File: config.mk
export PLATFORM = sky130hd
export DESIGN_NAME = coeff_context_sequencer
export DESIGN_NICKNAME = d
export VERILOG_FILES = /design/src/rtl/coeff_context_sequencer.sv
export SDC_FILE = /design/constraint.sdc
export NUM_CORES = 1
export LEC_CHECK = 0
export ABC_AREA = 1
export CORE_MARGIN = 2
export CORE_UTILIZATION = 37
export DETAILED_ROUTE_END_ITERATION = 16
export GPL_TIMING_DRIVEN = 0
export SYNTH_ARGS = -nofsm -noshare
export SYNTH_HDL_FRONTEND = slang
export SYNTH_SLANG_ARGS = --single-unit
File: constraint.sdc
create_clock -name clk -period 3.8 [get_ports clk]
set_clock_uncertainty 0.15 [all_clocks]
set_input_delay 0.76 -clock clk [delete_from_list [all_inputs] [get_ports clk]]
set_output_delay 0.76 -clock clk [all_outputs]
set_load 0.01 [all_outputs]
File: src/rtl/coeff_context_sequencer.sv
`default_nettype none
// ============================================================================
// Module   : coeff_context_sequencer
// Purpose  : Walks one 4x4 coefficient group in reverse scan order, drives a
//            start/done transaction to context_bit_lookup per coefficient,
//            tracks c1Idx/c2Idx and accumulates the returned context bits
//            into a saturating group rate, handed off over valid/ready.
// Ports    : clk, rst_n (synchronous, active low)
//            cg_valid/cg_ready, cg_levels, cg_g1_cost, cg_abs_cost : group in
//            lk_start, lk_level_case, lk_c1Idx, lk_c2Idx,
//            lk_greater_one_cost, lk_level_abs_cost               : lookup req
//            lk_context_bits, lk_done                             : lookup rsp
//            res_valid/res_ready, res_bits, res_nz_count          : result out
// Options  : define SKIP_TRAILING_ZERO_EN to start each group at the highest
//            nonzero coefficient and to bypass lookups for all-zero groups.
// Revision : 1.0 - initial release
// ============================================================================
module coeff_context_sequencer #(
    parameter int LEVEL_W  = 16,
    parameter int NUM_COEF = 16,
    parameter int ACC_W    = 32,
    parameter int C1_MAX   = 8,
    parameter int C2_MAX   = 2
) (
    input  logic                          clk,
    input  logic                          rst_n,
    input  logic                          cg_valid,
    output logic                          cg_ready,
    input  logic [NUM_COEF*LEVEL_W-1:0]   cg_levels,
    input  logic [15:0]                   cg_g1_cost,
    input  logic [15:0]                   cg_abs_cost,
    output logic                          lk_start,
    output logic [1:0]                    lk_level_case,
    output logic [7:0]                    lk_c1Idx,
    output logic [7:0]                    lk_c2Idx,
    output logic [15:0]                   lk_greater_one_cost,
    output logic [15:0]                   lk_level_abs_cost,
    input  logic [31:0]                   lk_context_bits,
    input  logic                          lk_done,
    output logic                          res_valid,
    input  logic                          res_ready,
    output logic [ACC_W-1:0]              res_bits,
    output logic [$clog2(NUM_COEF):0]     res_nz_count
);

    localparam int c_idx_w = $clog2(NUM_COEF);
    localparam int c_nz_w  = c_idx_w + 1;
    // One extra bit over the wider operand so the carry reveals overflow.
    localparam int c_sum_w = ((ACC_W > 32) ? ACC_W : 32) + 1;

    localparam logic [c_sum_w-1:0] c_acc_max =
        {{(c_sum_w-ACC_W){1'b0}}, {ACC_W{1'b1}}};
    localparam logic [7:0] c_c1_max = 8'(C1_MAX);
    localparam logic [7:0] c_c2_max = 8'(C2_MAX);

    localparam logic [1:0] c_st_idle   = 2'd0;
    localparam logic [1:0] c_st_issue  = 2'd1;
    localparam logic [1:0] c_st_wait   = 2'd2;
    localparam logic [1:0] c_st_result = 2'd3;

    // ------------------------------------------------------------------
    // State
    // ------------------------------------------------------------------
    logic [1:0]          r_state;
    logic [LEVEL_W-1:0]  r_lvl [NUM_COEF];
    logic [c_idx_w-1:0]  r_idx;
    logic [7:0]          r_c1;
    logic [7:0]          r_c2;
    logic [ACC_W-1:0]    r_acc;
    logic [c_nz_w-1:0]   r_nz;

    // ------------------------------------------------------------------
    // Level unpacking of the incoming group
    // ------------------------------------------------------------------
    logic [LEVEL_W-1:0]  w_lvl_in [NUM_COEF];

    generate
        for (genvar gi = 0; gi < NUM_COEF; gi++) begin : g_unpack
            assign w_lvl_in[gi] = cg_levels[gi*LEVEL_W +: LEVEL_W];
        end
    endgenerate

    // ZERO / ONE / TWO / BASEPLUS
    function automatic logic [1:0] classify(input logic [LEVEL_W-1:0] lvl);
        if (lvl == '0)
            return 2'd0;
        else if (lvl == LEVEL_W'(1))
            return 2'd1;
        else if (lvl == LEVEL_W'(2))
            return 2'd2;
        else
            return 2'd3;
    endfunction

    // ------------------------------------------------------------------
    // Starting coefficient for a newly accepted group
    // ------------------------------------------------------------------
    logic [c_idx_w-1:0]  w_top_idx;
    logic                w_any_nz;

`ifdef SKIP_TRAILING_ZERO_EN
    // Ascending scan: the last nonzero hit is the highest index, which is
    // the first coefficient in reverse scan order worth sending.
    always_comb begin
        w_top_idx = '0;
        w_any_nz  = 1'b0;
        for (int i = 0; i < NUM_COEF; i++) begin
            if (w_lvl_in[i] != '0) begin
                w_top_idx = c_idx_w'(i);
                w_any_nz  = 1'b1;
            end
        end
    end
`else
    // Every coefficient is issued, zeros included.
    assign w_top_idx = {c_idx_w{1'b1}};
    assign w_any_nz  = 1'b1;
`endif

    logic [1:0] w_first_case;
    assign w_first_case = classify(w_lvl_in[w_top_idx]);

    // ------------------------------------------------------------------
    // Per-coefficient update applied when the lookup completes
    // ------------------------------------------------------------------
    logic [LEVEL_W-1:0]  w_cur_level;
    logic                w_cur_nz;
    logic                w_cur_ge2;
    logic [7:0]          w_c1_upd;
    logic [7:0]          w_c2_upd;
    logic [c_nz_w-1:0]   w_nz_upd;
    logic [c_idx_w-1:0]  w_nxt_idx;
    logic [1:0]          w_nxt_case;
    logic [c_sum_w-1:0]  w_sum;
    logic [ACC_W-1:0]    w_acc_upd;

    assign w_cur_level = r_lvl[r_idx];
    assign w_cur_nz    = (w_cur_level != '0);
    assign w_cur_ge2   = (w_cur_level >= LEVEL_W'(2));

    always_comb begin
        w_c1_upd = r_c1;
        if (w_cur_nz)
            w_c1_upd = (r_c1 >= c_c1_max) ? c_c1_max : (r_c1 + 8'd1);
    end

    // c2 advances on levels >= 2 only while c1 (before this coefficient)
    // is still below its ceiling.
    always_comb begin
        w_c2_upd = r_c2;
        if (w_cur_ge2 && (r_c1 < c_c1_max))
            w_c2_upd = (r_c2 >= c_c2_max) ? c_c2_max : (r_c2 + 8'd1);
    end

    assign w_nz_upd   = r_nz + c_nz_w'(w_cur_nz);
    assign w_nxt_idx  = r_idx - c_idx_w'(1);
    assign w_nxt_case = classify(r_lvl[w_nxt_idx]);

    assign w_sum     = c_sum_w'(r_acc) + c_sum_w'(lk_context_bits);
    assign w_acc_upd = (w_sum > c_acc_max) ? {ACC_W{1'b1}} : w_sum[ACC_W-1:0];

    // ------------------------------------------------------------------
    // Sequencer FSM with registered outputs
    // ------------------------------------------------------------------
    always_ff @(posedge clk) begin
        if (!rst_n) begin
            r_state             <= c_st_idle;
            for (int i = 0; i < NUM_COEF; i++)
                r_lvl[i] <= '0;
            r_idx               <= '0;
            r_c1                <= '0;
            r_c2                <= '0;
            r_acc               <= '0;
            r_nz                <= '0;
            cg_ready            <= 1'b1;
            lk_start            <= 1'b0;
            lk_level_case       <= 2'd0;
            lk_c1Idx            <= 8'd0;
            lk_c2Idx            <= 8'd0;
            lk_greater_one_cost <= 16'd0;
            lk_level_abs_cost   <= 16'd0;
            res_valid           <= 1'b0;
            res_bits            <= '0;
            res_nz_count        <= '0;
        end else begin
            case (r_state)
                c_st_idle: begin
                    if (cg_valid) begin
                        // Snapshot the whole group; cg_* may change freely
                        // from here on.
                        r_lvl               <= w_lvl_in;
                        lk_greater_one_cost <= cg_g1_cost;
                        lk_level_abs_cost   <= cg_abs_cost;
                        r_idx               <= w_top_idx;
                        r_c1                <= 8'd0;
                        r_c2                <= 8'd0;
                        r_acc               <= '0;
                        r_nz                <= '0;
                        cg_ready            <= 1'b0;
                        lk_c1Idx            <= 8'd0;
                        lk_c2Idx            <= 8'd0;
                        if (w_any_nz) begin
                            lk_start      <= 1'b1;
                            lk_level_case <= w_first_case;
                            r_state       <= c_st_issue;
                        end else begin
                            res_valid    <= 1'b1;
                            res_bits     <= '0;
                            res_nz_count <= '0;
                            r_state      <= c_st_result;
                        end
                    end
                end

                c_st_issue: begin
                    // Request data stays put until the matching lk_done.
                    lk_start <= 1'b0;
                    r_state  <= c_st_wait;
                end

                c_st_wait: begin
                    if (lk_done) begin
                        r_acc <= w_acc_upd;
                        r_c1  <= w_c1_upd;
                        r_c2  <= w_c2_upd;
                        r_nz  <= w_nz_upd;
                        if (r_idx == '0) begin
                            res_valid    <= 1'b1;
                            res_bits     <= w_acc_upd;
                            res_nz_count <= w_nz_upd;
                            r_state      <= c_st_result;
                        end else begin
                            // Next request carries the counters as they
                            // stand before that coefficient is counted.
                            r_idx         <= w_nxt_idx;
                            lk_start      <= 1'b1;
                            lk_level_case <= w_nxt_case;
                            lk_c1Idx      <= w_c1_upd;
                            lk_c2Idx      <= w_c2_upd;
                            r_state       <= c_st_issue;
                        end
                    end
                end

                c_st_result: begin
                    // cg_ready was dropped at acceptance and only returns
                    // here, so the next group lands one cycle after release.
                    if (res_ready) begin
                        res_valid <= 1'b0;
                        cg_ready  <= 1'b1;
                        r_state   <= c_st_idle;
                    end
                end

                default: begin
                    lk_start  <= 1'b0;
                    res_valid <= 1'b0;
                    cg_ready  <= 1'b1;
                    r_state   <= c_st_idle;
                end
            endcase
        end
    end

endmodule
`default_nettype wire

==> impl_metrics.ini <==
[run_status]
status = finished, final reports clean

[synth]
synth_area_sq_um = 20400
synth-seq-cells = 405
synth_edf_count = 0
yosysTopAreaCell = dfxtp_1
yosysWarnings = 0
syn_inst = 3086
synth_area_leaders = dfxtp_1 (40%), o21ai_0 (11%), nor2_1 (9.9%)
synth_top_area_share_pct = 39.7
synth_ff_type = dfxtp_1
synth_nets = 3451
synth-seq-area-share_pct = 39.7
async_reset_ff_share_pct = 0
netlist-cell-type-count = 43
avgSynthCellArea_sq_um = 6.61

[placement]
port_buffers = 414
place_congestion = 1.05
dp_hpwl_microns = 72400

[floorplanning]
dieHeight_microns = 239
ioPinCount = 415
rows = 86
die_area_sq_um = 57000
coreArea_sq_um = 54800
start_util_pct = 37.2
die_width_microns = 239

[layout]
area_growth_pct = 32.9
nFillCells = 5660
nNetsFinal = 3912
layout-drive-gt1-share_pct = 4.63
multi_input_area_sq_um = 10500
register_area_sq_um = 8110
fin_util_pct = 49.5

[worst_setup_path]
r2r_slack_ns = 0.06
rr_endpoint = lk_level_case[0]
critical_path_class = flop to flop
reg2reg_depth = 15
end_kind = flop
required_ns = 4.11
arrival_ns = 4.06
setup.worst_path.start_class = flop
rr_startpoint = r_idx[0]
crit_fanout = 19

[global_route]
gr-usage-all-layers_pct = 31.9
antenna_found_initial = 6
grt_pass1_wl_microns = 136000
grt_max_degree = 20
grt_pass1_vias = 21673
grt-ovfl-total = 0

[timing]
finalCritPeriodShare_pct = 98.5
rsz0062_at_grt = false
hold_viol = 0
worstMarginPinSlew_ns = 1.03
fmax_ghz = 0.267
finalSetupViolations = 0
relSlewSlack_pct = 31.6
drv_slew = 0
fin_crit_ns = 3.74

[drt]
viasPerCell = 5.33
ant_nets = 0
drc = 0
wl_per_cell_microns = 21.8
dr.pass1.iters = 8
wl_microns = 93400
drt-initial-drc-count = 2331
vias = 22874

[clocking]
clockBufferDepth = 3
cts-resized-gates = 4
cts_htree_levels = 2
cts.clk_slew.worst_paths_ns = 0.06
cts_hold_buffers = 0
clk_latency_ns = 0.59
cts_root_buf = clkbuf_16
cts.sinks = 405
cts-buffers-inserted = 46
cts_tree = done
cts_setup_buffers = 0

[power]
peakVddDrop_uv = 320
power_mw = 13.6
p_leak_nw = 11.4
powerDensity_nw_per_um2 = 502

[hold_path]
whs_path_depth = 2
hold_class = flop to flop
hold_start = r_lvl[131]
hold_end = r_lvl[131]

[job]
cap_violations = 0
layout by cell type, fill, tap and decap left out, drive strengths merged, types with 13 or more instances in the layout:
cell and instances:
a21oi 318, buf 64, clkbuf 189, clkdlybuf4s50 414, clkinv 16, dfxtp 405, ha 39, inv 250
nand2 535, nand3 182, nand4 25, nor2 543, nor3 16, o211ai 32, o21ai 452, or2 24
xnor2 13, xor2 13
layout make-up:
| class | count | area share (%) |
|---|---|---|
| multi-input cells | 2239 | 38.9 |
| clock buffers | 66 | 5.17 |
| well taps | 704 | 3.25 |
| flip-flops and latches | 405 | 29.9 |
| repair buffers | 414 | 15.3 |
| diodes | 2 | 0.0185 |
| clock inverters | 20 | 0.983 |
| inverters | 254 | 3.52 |
| plain buffers | 187 | 2.95 |
critical path, cell delays in order, from the launching register on:
cell and delay (ns):
dfxtp_1 0.45, inv_2 0.14, buf_2 0.27, buf_6 0.24
ha_1 0.29, buf_2 0.30, clkinv_2 0.29, clkbuf_2 0.35
nor2_1 0.15, o21ai_0 0.11, a21oi_1 0.27, nand3_1 0.16
nand3_1 0.18, nand3_1 0.11, nand2_1 0.07, a21oi_1 0.07
worst max-delay path by stage:
stage / startpoint / end / slack (ns)
floorplan: lk_context_bits[0] / r_acc[0] / 1.03
global placement: r_idx[0] / lk_level_case[1] / -0.59
detailed placement: r_idx[0] / lk_level_case[0] / -0.53
CTS: r_idx[0] / lk_level_case[1] / 0.18
global route: r_idx[1] / lk_level_case[1] / 0.06
finish: r_idx[0] / lk_level_case[0] / 0.06
state kept, by name (all words and copies together), names as in the netlist, 2 cells and up:
name,count
res_bits,32
r_nz,5
r_acc,32
r_lvl,256
r_idx,4
r_c1,8
lk_greater_one_cost,16
lk_level_case,2
r_state,2
lk_c1Idx,8
r_c2,8
lk_c2Idx,8
res_nz_count,5
lk_level_abs_cost,16
routing by layer:
layer | part of all wire, % | track usage (%) | vias to the layer above
met5 | 0.028 | 0 | -
met4 | 4.7 | 14.0 | 6
met3 | 9.1 | 7.15 | 204
met2 | 45 | 52.7 | 1065
met1 | 41 | 39.9 | 10552
li1 | - | - | 11047
synthesized netlist by cell type, drive strengths merged (4+ instances only):
library cell	count
a21oi	318
o31ai	4
clkinv	4
o21ai	452
nor3	16
clkbuf	122
nand2	535
buf	66
nor2	543
inv	250
nor4	4
a21o	6
ha	39
nand4	25
xor2	13
o211ai	32
dfxtp	405
a31oi	11
xnor2	13
nand3	182
or2	24
nand3b	4
logic make-up after synthesis:
family | synth area share, %
simple gates | 26.7
compound gates | 21.3
buf+inv | 8.57
flops | 39.7
fa+ha+maj | 2.49
xor+xnor | 1.12
mux | 0.0491
power by group:
group / switching, mW / internal, mW / total [mW]
clock network: 1.93 / 2.97 / 4.90
logic: 2.44 / 1.30 / 3.75
registers: 0.292 / 4.67 / 4.96
total: 4.66 / 8.94 / 13.6
through the flow:
stage                     worst slack, ns  TNS (ns)  cells  hold WS [ns]  cell area, sq um
after floorplan                      1.03         0   3086         0.289             20400
after global placement             -0.589     -3.39   4204         0.298             25400
after detailed placement           -0.528     -3.70   4204         0.309             25400
after CTS                           0.179         0   4289         0.318             27100
after global routing               0.0583         0   4290         0.332             27100
final                              0.0584         0   4291         0.318             27100
(Power assumes the default switching activity.)
